==> src/rtl/mix_pkg.sv <==
// Shared sample width, mixer identity value and scheduler state encoding
// for the voice mixing tree.
package mix_pkg;

    localparam int SAMPLE_W = 18;
    localparam logic [SAMPLE_W-1:0] SILENCE = 18'h20000;

    typedef enum logic [1:0] {
        ST_IDLE  = 2'd0,
        ST_ISSUE = 2'd1,
        ST_DRAIN = 2'd2
    } state_t;

endpackage

==> src/rtl/mix_tag_pipe.sv <==
// Fixed-depth delay line carrying {valid, destination slot} alongside the
// external mixer so results can be written back without a mixer-side valid.
module mix_tag_pipe #(
    parameter int DEPTH = 3,
    parameter int W     = 4
) (
    input  logic         clk,
    input  logic         rst,
    input  logic [W-1:0] in_data,
    output logic [W-1:0] out_data
);

    logic [W-1:0] stage_q [DEPTH];
    logic [W-1:0] stage_d [DEPTH];

    always_comb begin
        stage_d[0] = in_data;
        for (int i = 1; i < DEPTH; i++) begin
            stage_d[i] = stage_q[i-1];
        end
    end

    always_ff @(posedge clk) begin
        if (rst) begin
            for (int i = 0; i < DEPTH; i++) begin
                stage_q[i] <= '0;
            end
        end else begin
            for (int i = 0; i < DEPTH; i++) begin
                stage_q[i] <= stage_d[i];
            end
        end
    end

    assign out_data = stage_q[DEPTH-1];

endmodule

==> src/rtl/voice_mix_sched.sv <==
// Schedules a binary-tree reduction of NVOICE voice samples through one
// shared, fixed-latency two-input mixer, one reduction per sample tick.
module voice_mix_sched
    import mix_pkg::*;
#(
    parameter int NVOICE  = 8,
    parameter int MIX_LAT = 3
) (
    input  logic                         clk,
    input  logic                         rst,
    input  logic                         sample_tick,
    input  logic [NVOICE*SAMPLE_W-1:0]   voice_data,
    input  logic [NVOICE-1:0]            voice_en,
    output logic [SAMPLE_W-1:0]          mix_a,
    output logic [SAMPLE_W-1:0]          mix_b,
    input  logic [SAMPLE_W-1:0]          mix_z,
    output logic [SAMPLE_W-1:0]          out_sample,
    output logic                         out_valid,
    output logic                         busy,
    output logic                         ovr
);

    localparam int IDX_W = $clog2(NVOICE);
    localparam logic [IDX_W-1:0] LAST_LEVEL = IDX_W'(IDX_W - 1);

    state_t              state_q, state_d;
    logic [IDX_W-1:0]    level_q, level_d;
    logic [IDX_W-1:0]    pair_q, pair_d;
    logic [SAMPLE_W-1:0] slot_q [NVOICE];
    logic [SAMPLE_W-1:0] slot_d [NVOICE];
    logic [SAMPLE_W-1:0] voice_w [NVOICE];
    logic [SAMPLE_W-1:0] out_sample_q, out_sample_d;
    logic                out_valid_q, out_valid_d;

    logic                issue;
    logic [IDX_W-1:0]    last_pair;
    logic [IDX_W-1:0]    idx_a, idx_b;
    logic [IDX_W:0]      tag_in, tag_out;
    logic                tag_vld;
    logic [IDX_W-1:0]    tag_dst;

    for (genvar gi = 0; gi < NVOICE; gi++) begin : g_voice
        assign voice_w[gi] = voice_data[gi*SAMPLE_W +: SAMPLE_W];
    end

    // Level L holds NVOICE >> (L+1) pairs; pair j reads slots 2j and 2j+1.
    assign last_pair = IDX_W'((NVOICE >> (int'(level_q) + 1)) - 1);
    assign idx_a     = IDX_W'({pair_q, 1'b0});
    assign idx_b     = idx_a | IDX_W'(1);

    assign issue = (state_q == ST_ISSUE) && !rst;
    assign mix_a = issue ? slot_q[idx_a] : SILENCE;
    assign mix_b = issue ? slot_q[idx_b] : SILENCE;

    assign busy = (state_q != ST_IDLE);
    assign ovr  = sample_tick && busy && !rst;

    assign tag_in  = {issue, pair_q};
    assign tag_vld = tag_out[IDX_W];
    assign tag_dst = tag_out[IDX_W-1:0];

    mix_tag_pipe #(
        .DEPTH (MIX_LAT),
        .W     (IDX_W + 1)
    ) u_tag_pipe (
        .clk      (clk),
        .rst      (rst),
        .in_data  (tag_in),
        .out_data (tag_out)
    );

    always_comb begin
        state_d      = state_q;
        level_d      = level_q;
        pair_d       = pair_q;
        out_sample_d = out_sample_q;
        out_valid_d  = 1'b0;
        for (int i = 0; i < NVOICE; i++) begin
            slot_d[i] = slot_q[i];
        end

        if (tag_vld) begin
            slot_d[tag_dst] = mix_z;
        end

        case (state_q)
            ST_IDLE: begin
                if (sample_tick) begin
                    for (int i = 0; i < NVOICE; i++) begin
                        slot_d[i] = voice_en[i] ? voice_w[i] : SILENCE;
                    end
                    level_d = '0;
                    pair_d  = '0;
                    state_d = ST_ISSUE;
                end
            end
            ST_ISSUE: begin
                if (pair_q == last_pair) begin
                    pair_d  = '0;
                    state_d = ST_DRAIN;
                end else begin
                    pair_d = pair_q + IDX_W'(1);
                end
            end
            ST_DRAIN: begin
                // The level is complete once its highest-numbered pair lands.
                if (tag_vld && (tag_dst == last_pair)) begin
                    if (level_q == LAST_LEVEL) begin
                        out_sample_d = mix_z;
                        out_valid_d  = 1'b1;
                        state_d      = ST_IDLE;
                    end else begin
                        level_d = level_q + IDX_W'(1);
                        state_d = ST_ISSUE;
                    end
                end
            end
            default: state_d = ST_IDLE;
        endcase
    end

    always_ff @(posedge clk) begin
        if (rst) begin
            state_q      <= ST_IDLE;
            level_q      <= '0;
            pair_q       <= '0;
            out_sample_q <= SILENCE;
            out_valid_q  <= 1'b0;
        end else begin
            state_q      <= state_d;
            level_q      <= level_d;
            pair_q       <= pair_d;
            out_sample_q <= out_sample_d;
            out_valid_q  <= out_valid_d;
        end
    end

    always_ff @(posedge clk) begin
        for (int i = 0; i < NVOICE; i++) begin
            slot_q[i] <= slot_d[i];
        end
    end

    assign out_sample = out_sample_q;
    assign out_valid  = out_valid_q;

endmodule

==> config.mk <==
export PLATFORM = sky130hd
export DESIGN_NAME = voice_mix_sched
export DESIGN_NICKNAME = d
export VERILOG_FILES = /design/src/rtl/mix_pkg.sv /design/src/rtl/mix_tag_pipe.sv /design/src/rtl/voice_mix_sched.sv
export SDC_FILE = /design/constraint.sdc
export NUM_CORES = 1
export LEC_CHECK = 0
export BUFFER_PORTS_ARGS = -buffer_cell sky130_fd_sc_hd__buf_2
export CAP_MARGIN = 10
export CORE_ASPECT_RATIO = 0.8
export CORE_UTILIZATION = 27
export CTS_BUF_LIST = sky130_fd_sc_hd__clkbuf_16
export CTS_CLUSTER_SIZE = 28
export DETAILED_ROUTE_END_ITERATION = 10
export GPL_TIMING_DRIVEN = 1
export PLACE_DENSITY_LB_ADDON = 0.3
export SLEW_MARGIN = 10
export SYNTH_ARGS = -nofsm -noshare
export SYNTH_HDL_FRONTEND = slang
export SYNTH_SLANG_ARGS = --single-unit
==> constraint.sdc <==
create_clock -name clk -period 3.45 [get_ports clk]
set_clock_uncertainty 0.15 [all_clocks]
set_input_delay 0.345 -clock clk [delete_from_list [all_inputs] [get_ports clk]]
set_output_delay 0.345 -clock clk [all_outputs]
set_load 0.005 [all_outputs]
## After elaboration in Yosys (flattened, before gate mapping)

Memories as Yosys holds them, arrays and structs flattened. A register that Yosys moved wholly into a read port is not among the register bits.
Cells that the tools add are included.

| storage, ports and cells | value |
|---|---|
| memories | 2 |
| bits in writable memories | 156 |
| register bits | 27 |
| input bits | 173 |

Memories:

| memory | depth | width | read ports | clocked after memory_dff | wr ports | line | RTL |
|---|---|---|---|---|---|---|---|
| slot_q | 8 | 18 | 10 | 2 | 8 | voice_mix_sched.sv:29 | `logic [SAMPLE_W-1:0] slot_q [NVOICE];` |
| u_tag_pipe.stage_q | 3 | 4 | 3 | 0 | 3 | mix_tag_pipe.sv:13 | `logic [W-1:0] stage_q [DEPTH];` |

| cells by class | value |
|---|---|
| $lt $le $gt $ge | 2 |
| equal/unequal tests | 9 |
| add/subtract/negate cells | 4 |
| shift operators | 1 |
| reductions and logical operators | 15 |
| bitwise gates (word level) | 6 |
| mux-type cells | 38 |

Operators with widths:

| cell | count |
|---|---|
| 2-to-1 mux 144 bit | 3 |
| 2-to-1 mux 18 bit | 11 |
| bitwise mux 144 bit | 1 |
| demux 18 bit (select 3 bit) | 1 |
| 2-to-1 mux 3 bit | 8 |
| 2-to-1 mux 4 bit | 3 |
| case mux 3 bit (2 select lines) | 2 |
| adder 3 x 1 -> 3 bit (second input constant) | 2 |
| equality test 3 bit | 2 |
| 2-to-1 mux 2 bit | 3 |
| inequality test 2 bit (second input constant) | 3 |
| case mux 2 bit (3 select lines) | 1 |
| AND reduction 3 bit | 2 |
| nonzero test 2 bit | 3 |
| logical AND 1 bit | 5 |
| 2-to-1 mux 1 bit | 5 |
| adder 3 x 1 -> 4 bit (second input constant) | 1 |
| >= comparator 4 bit (second input constant) | 1 |
| < comparator 4 x 1 -> 1 bit (second input constant) | 1 |
| NOT 3 -> 4 bit | 1 |
| AND reduction 4 bit | 1 |
| >> shifter 4 x 4 -> 3 bit (first input constant) | 1 |
| equality test 3 x 2 -> 1 bit (second input constant) | 1 |
| bitwise OR 1 bit | 3 |
| 9 further kinds | 10 |

## Depth between registers and ports, before layout

An unclocked memory read counts as a cell.

| depth | value |
|---|---|
| depth after elaboration | 10 |
| gate-level depth with buffers | 9 |
| gate-level depth less buffers | 7 |

## Hierarchy

From an unflattened synthesis, not the netlist that was laid out.

| unflattened totals | value |
|---|---|
| cell total of the unflattened synthesis | 955 |
| area total of the unflattened synthesis | 9178.8 µm² |

Modules (own cells, without submodules):

| module | seq. area each (µm²) | instances | cells each | area an instance (µm²) |
|---|---|---|---|---|
| voice_mix_sched | 3463.3 | 1 | 930 | 8812.2 |
| mix_tag_pipe | 240.2 | 1 | 25 | 366.6 |

## Least setup slack after synthesis

OpenSTA, ideal clock, no wires.

| timing path | value |
|---|---|
| path type | register to register |
| start point | register level_q[0] |
| end point | register out_sample_q[1] (netlist: out_sample[1]) |
| path buffers | 2 |
| setup time | 0.133 ns |
| setup slack | 1.271 ns |
| arrival time | 1.896 ns |
| clock period less this slack | 2.179 ns |
| stages on the path, launching flop included | 10 |
| required time | 3.167 ns |
| path through | dfxtp_1 -> inv_1 -> ha_1 -> buf_6 -> or3_4 -> a31oi_4 -> o22ai_4 -> buf_6 -> o31ai_2 -> a21oi_1 |

| between the ends | value |
|---|---|
| word-level cells in the longest chain between the ends | 6 |
| elaborated cells between the ends (all ways) | 7 |
| those cells by class | add/sub (2); eq/ne (2); shift (1); reduce/logical (2) |

RTL lines:

| item | line | RTL |
|---|---|---|
| from (decl) | voice_mix_sched.sv:27 | `logic [IDX_W-1:0] level_q, level_d;` |
| from (signal assigned) | voice_mix_sched.sv:131 | `level_q <= level_d;` |
| adder 3 x 1 -> 4 bit | voice_mix_sched.sv:47 | `assign last_pair = IDX_W'((NVOICE >> (int'(level_q) + 1)) - 1);` |
| >> shifter 4 x 4 -> 3 bit | voice_mix_sched.sv:47 |  |
| subtractor 3 x 2 -> 3 bit | voice_mix_sched.sv:47 |  |
| equality test 3 bit | voice_mix_sched.sv:107 | `if (tag_vld && (tag_dst == last_pair)) begin` |
| logical AND 1 bit | voice_mix_sched.sv:107 |  |
| AND reduction 3 bit (no source line) * | n/a |  |
| to (signal assigned) | voice_mix_sched.sv:133 | `out_sample_q <= out_sample_d;` |
| to (decl) | voice_mix_sched.sv:32 | `logic [SAMPLE_W-1:0] out_sample_q, out_sample_d;` |

Mark *: on every way between the ends. The rest lies on a longest branch, timed or not.
A chain may end at the register's enable or synchronous reset.

==> flow_summary.toml <==
[status]
status = "completed"

[clock_tree]
cts.repair.resized = 0
path_clk_slew_ps = 80
clockRootBuffer = "clkbuf_16"
htreeDepth = 4
cts_tree = "yes"
clk-insertion-delay-late_ps = 440
ctsHoldBuffers = 10
numCtsBuffers = 17
cts_sinks = 185
cts_setup_buffers = 0
cts.path.max_buffers = 2

[synth]
yosysTopAreaCellShare = 0.3991
synthMuxAreaShare = 0.2427
synth_nets = 1132
synth_cell_types = 51
synth_top_family_by_area = "multiplexers"
yosysTopAreaCell = "dfxtp_1"
synth-async-reset-ratio = 0
synthSimpleGateAreaFrac = 0.08293
seq_area_frac_synth = 0.3991
syn_avg_cell_area_sq_um = 9.726
syn_inst = 954
synth_warnings = 0
synthXorXnorAreaFrac = 0.001888
yosys-top-cells-area = "dfxtp_1, a21oi_1, mux2i_1"
synth_edf_count = 0
synth.top_cells.by_count = "a21oi_1, dfxtp_1, mux2i_1, clkbuf_1, mux4_2"
synth_fa_ha_area_frac = 0.006742
yosysMostFrequentCell = "a21oi_1"
synth_seq_cells = 185
synth_ff_type = "dfxtp_1"
synth-compound-area-share = 0.2077
syn-cell-area_sq_um = 9279

[detailed_routing]
wire_per_inst_um = 20.66
drt_iter0_markers = 477
wirelength_um = 32630
first_pass_iters = 5
ant_nets = 0
drc = 0
vias_per_cell = 5.074
via_count = 8012

[floorplan]
num_rows = 60
die_width_um = 209.3
core-area_sq_um = 33710
die-area_sq_um = 35120
num_io_pins = 230
start_util = 0.2753
die_h_um = 167.8

[timing]
setup_violations = 0
hold_viol = 0
fin_tns_setup_ps = 0
slew_viol_final = 0
rsz0062_at_grt = "no"
worst_slew_pin_slew_ps = 1030
max_freq_mhz = 351.8
period_minus_slack_ps = 2843
final.period_utilization = 0.8240
slew_headroom = 0.3101

[critical_path]
crit_arrival_ps = 2350
path_class = "flip-flop to primary output"
required_ps = 2950
setup.worst_path.end_class = "primary output"
reg2reg_slack_ps = 980
startpoint_type = "flip-flop"
critPathMaxFanout = 14

[global_route]
antenna_found_initial = 4
track_usage = 0.1849
grt_pass1_vias = 7894
overflow = 0
grt_max_degree = 65
grt_pass1_wl_um = 48790

[placed_design]
routabilityCongestion = 0.7963
port_buffers = 229
dp_hpwl_um = 23020
dp.cells = 1533

[finish]
drive_gt1_frac = 0.3161
final_cells = 1579
area_growth_pct = 23.25
fin_nets = 1307

[job]
max_cap_viol_count = 0

[hold_path]
min_path_type = "primary input to flip-flop"

[power]
power_density_nw_per_um2 = 476.8
leakage_uw = 0.004860
peakVddDrop_v = 0.0002874
[report_power, final]
group / switching, uW / internal, uW / total (uW)
Combinational: 461 / 473 / 934
Sequential: 156 / 2420 / 2580
Clock: 988 / 954 / 1940
[final cells by class]
| class | count | area [sq um] |
|---|---|---|
| Antenna cell | 3 | 7.507 |
| Clock buffer | 17 | 425.4 |
| Clock inverter | 15 | 133.9 |
| Fill cell | 3594 | 22270 |
| Inverter | 6 | 22.52 |
| Multi-Input combinational cell | 649 | 5066 |
| Sequential cell | 185 | 3706 |
| Tap cell | 434 | 543.0 |
| Timing Repair Buffer | 270 | 1531 |
[metal layers]
layer	global-route usage	wire [um]
met1	0.2514	15240
met2	0.3014	15420
met3	0.03768	1607
met4	0.04028	344
met5	0	11
[cell usage in the layout (no fill, tap or decap), types with 2 or more instances in the layout]
cell type and instances:
a31oi_1 6, a21oi_1 302, dfxtp_2 2, buf_12 4, nand4b_1 3, inv_1 7, buf_2 229, o21bai_1 3
o21ai_0 4, or3_1 2, dlygate4sd3_1 11, nor2_1 6, o311ai_0 2, inv_6 6, o31ai_2 16, buf_4 26
nand4_1 20, nor3b_1 11, nor3b_2 2, nand2_1 8, diode_2 3, clkbuf_16 17, clkinv_4 4, nand2b_1 3
dfxtp_1 183, mux2i_1 144, nor3_2 3, nor2b_1 11, inv_8 2, mux4_2 36, and2_1 35, ha_1 5
[through the flow]
stage	setup WS (ps)	utilization	total power [uW]	instance area (sq um)	hold WS, ps
final	607.1	0.3393	5453	11440	19.99
after floorplan	1271	-	3199	9279	263.8
after global placement	1027	0.3192	3532	10760	264.4
after CTS	538.3	0.3388	5502	11420	0.3009
after global routing	458.4	0.3391	5723	11430	1.892
after detailed placement	1006	0.3192	3557	10760	270.4
[worst max-delay path: stages, from the launching register on]
cell,delay (ps)
dfxtp_2,600
buf_4,420
mux4_2,580
and2_1,170
buf_2,120
[cell families after synthesis]
group                      count (synthesis)
and+or+nand+nor                          119
adders and majority gates                  5
buffers and inverters                    120
xor gates and xnor gates                   2
muxes                                    180
AOI/OAI and AO/OA                        343
DFF                                      185
[flip-flops by register name (all words and copies together) (netlist names), named ones only]
signal	cells
level_q	3
state_q	2
out_sample	18
out_valid	1
pair_q	3
slot_q	144
u_tag_pipe.stage_q	12
[worst paths after layout]
check                                      start                                  end  cells after the start
max reg2reg              level_q[0]$_SDFFE_PP0P_          out_sample[14]$_SDFFE_PP0P_                      8
min reg2reg  u_tag_pipe.stage_q[0][3]$_SDFF_PP0_  u_tag_pipe.stage_q[0][7]$_SDFF_PP0_                      1
min                               voice_data[46]                slot_q[2][10]$_DFF_P_                      3
max                                    flip-flop                             mix_b[4]                      4
(Power assumes the default switching activity.)
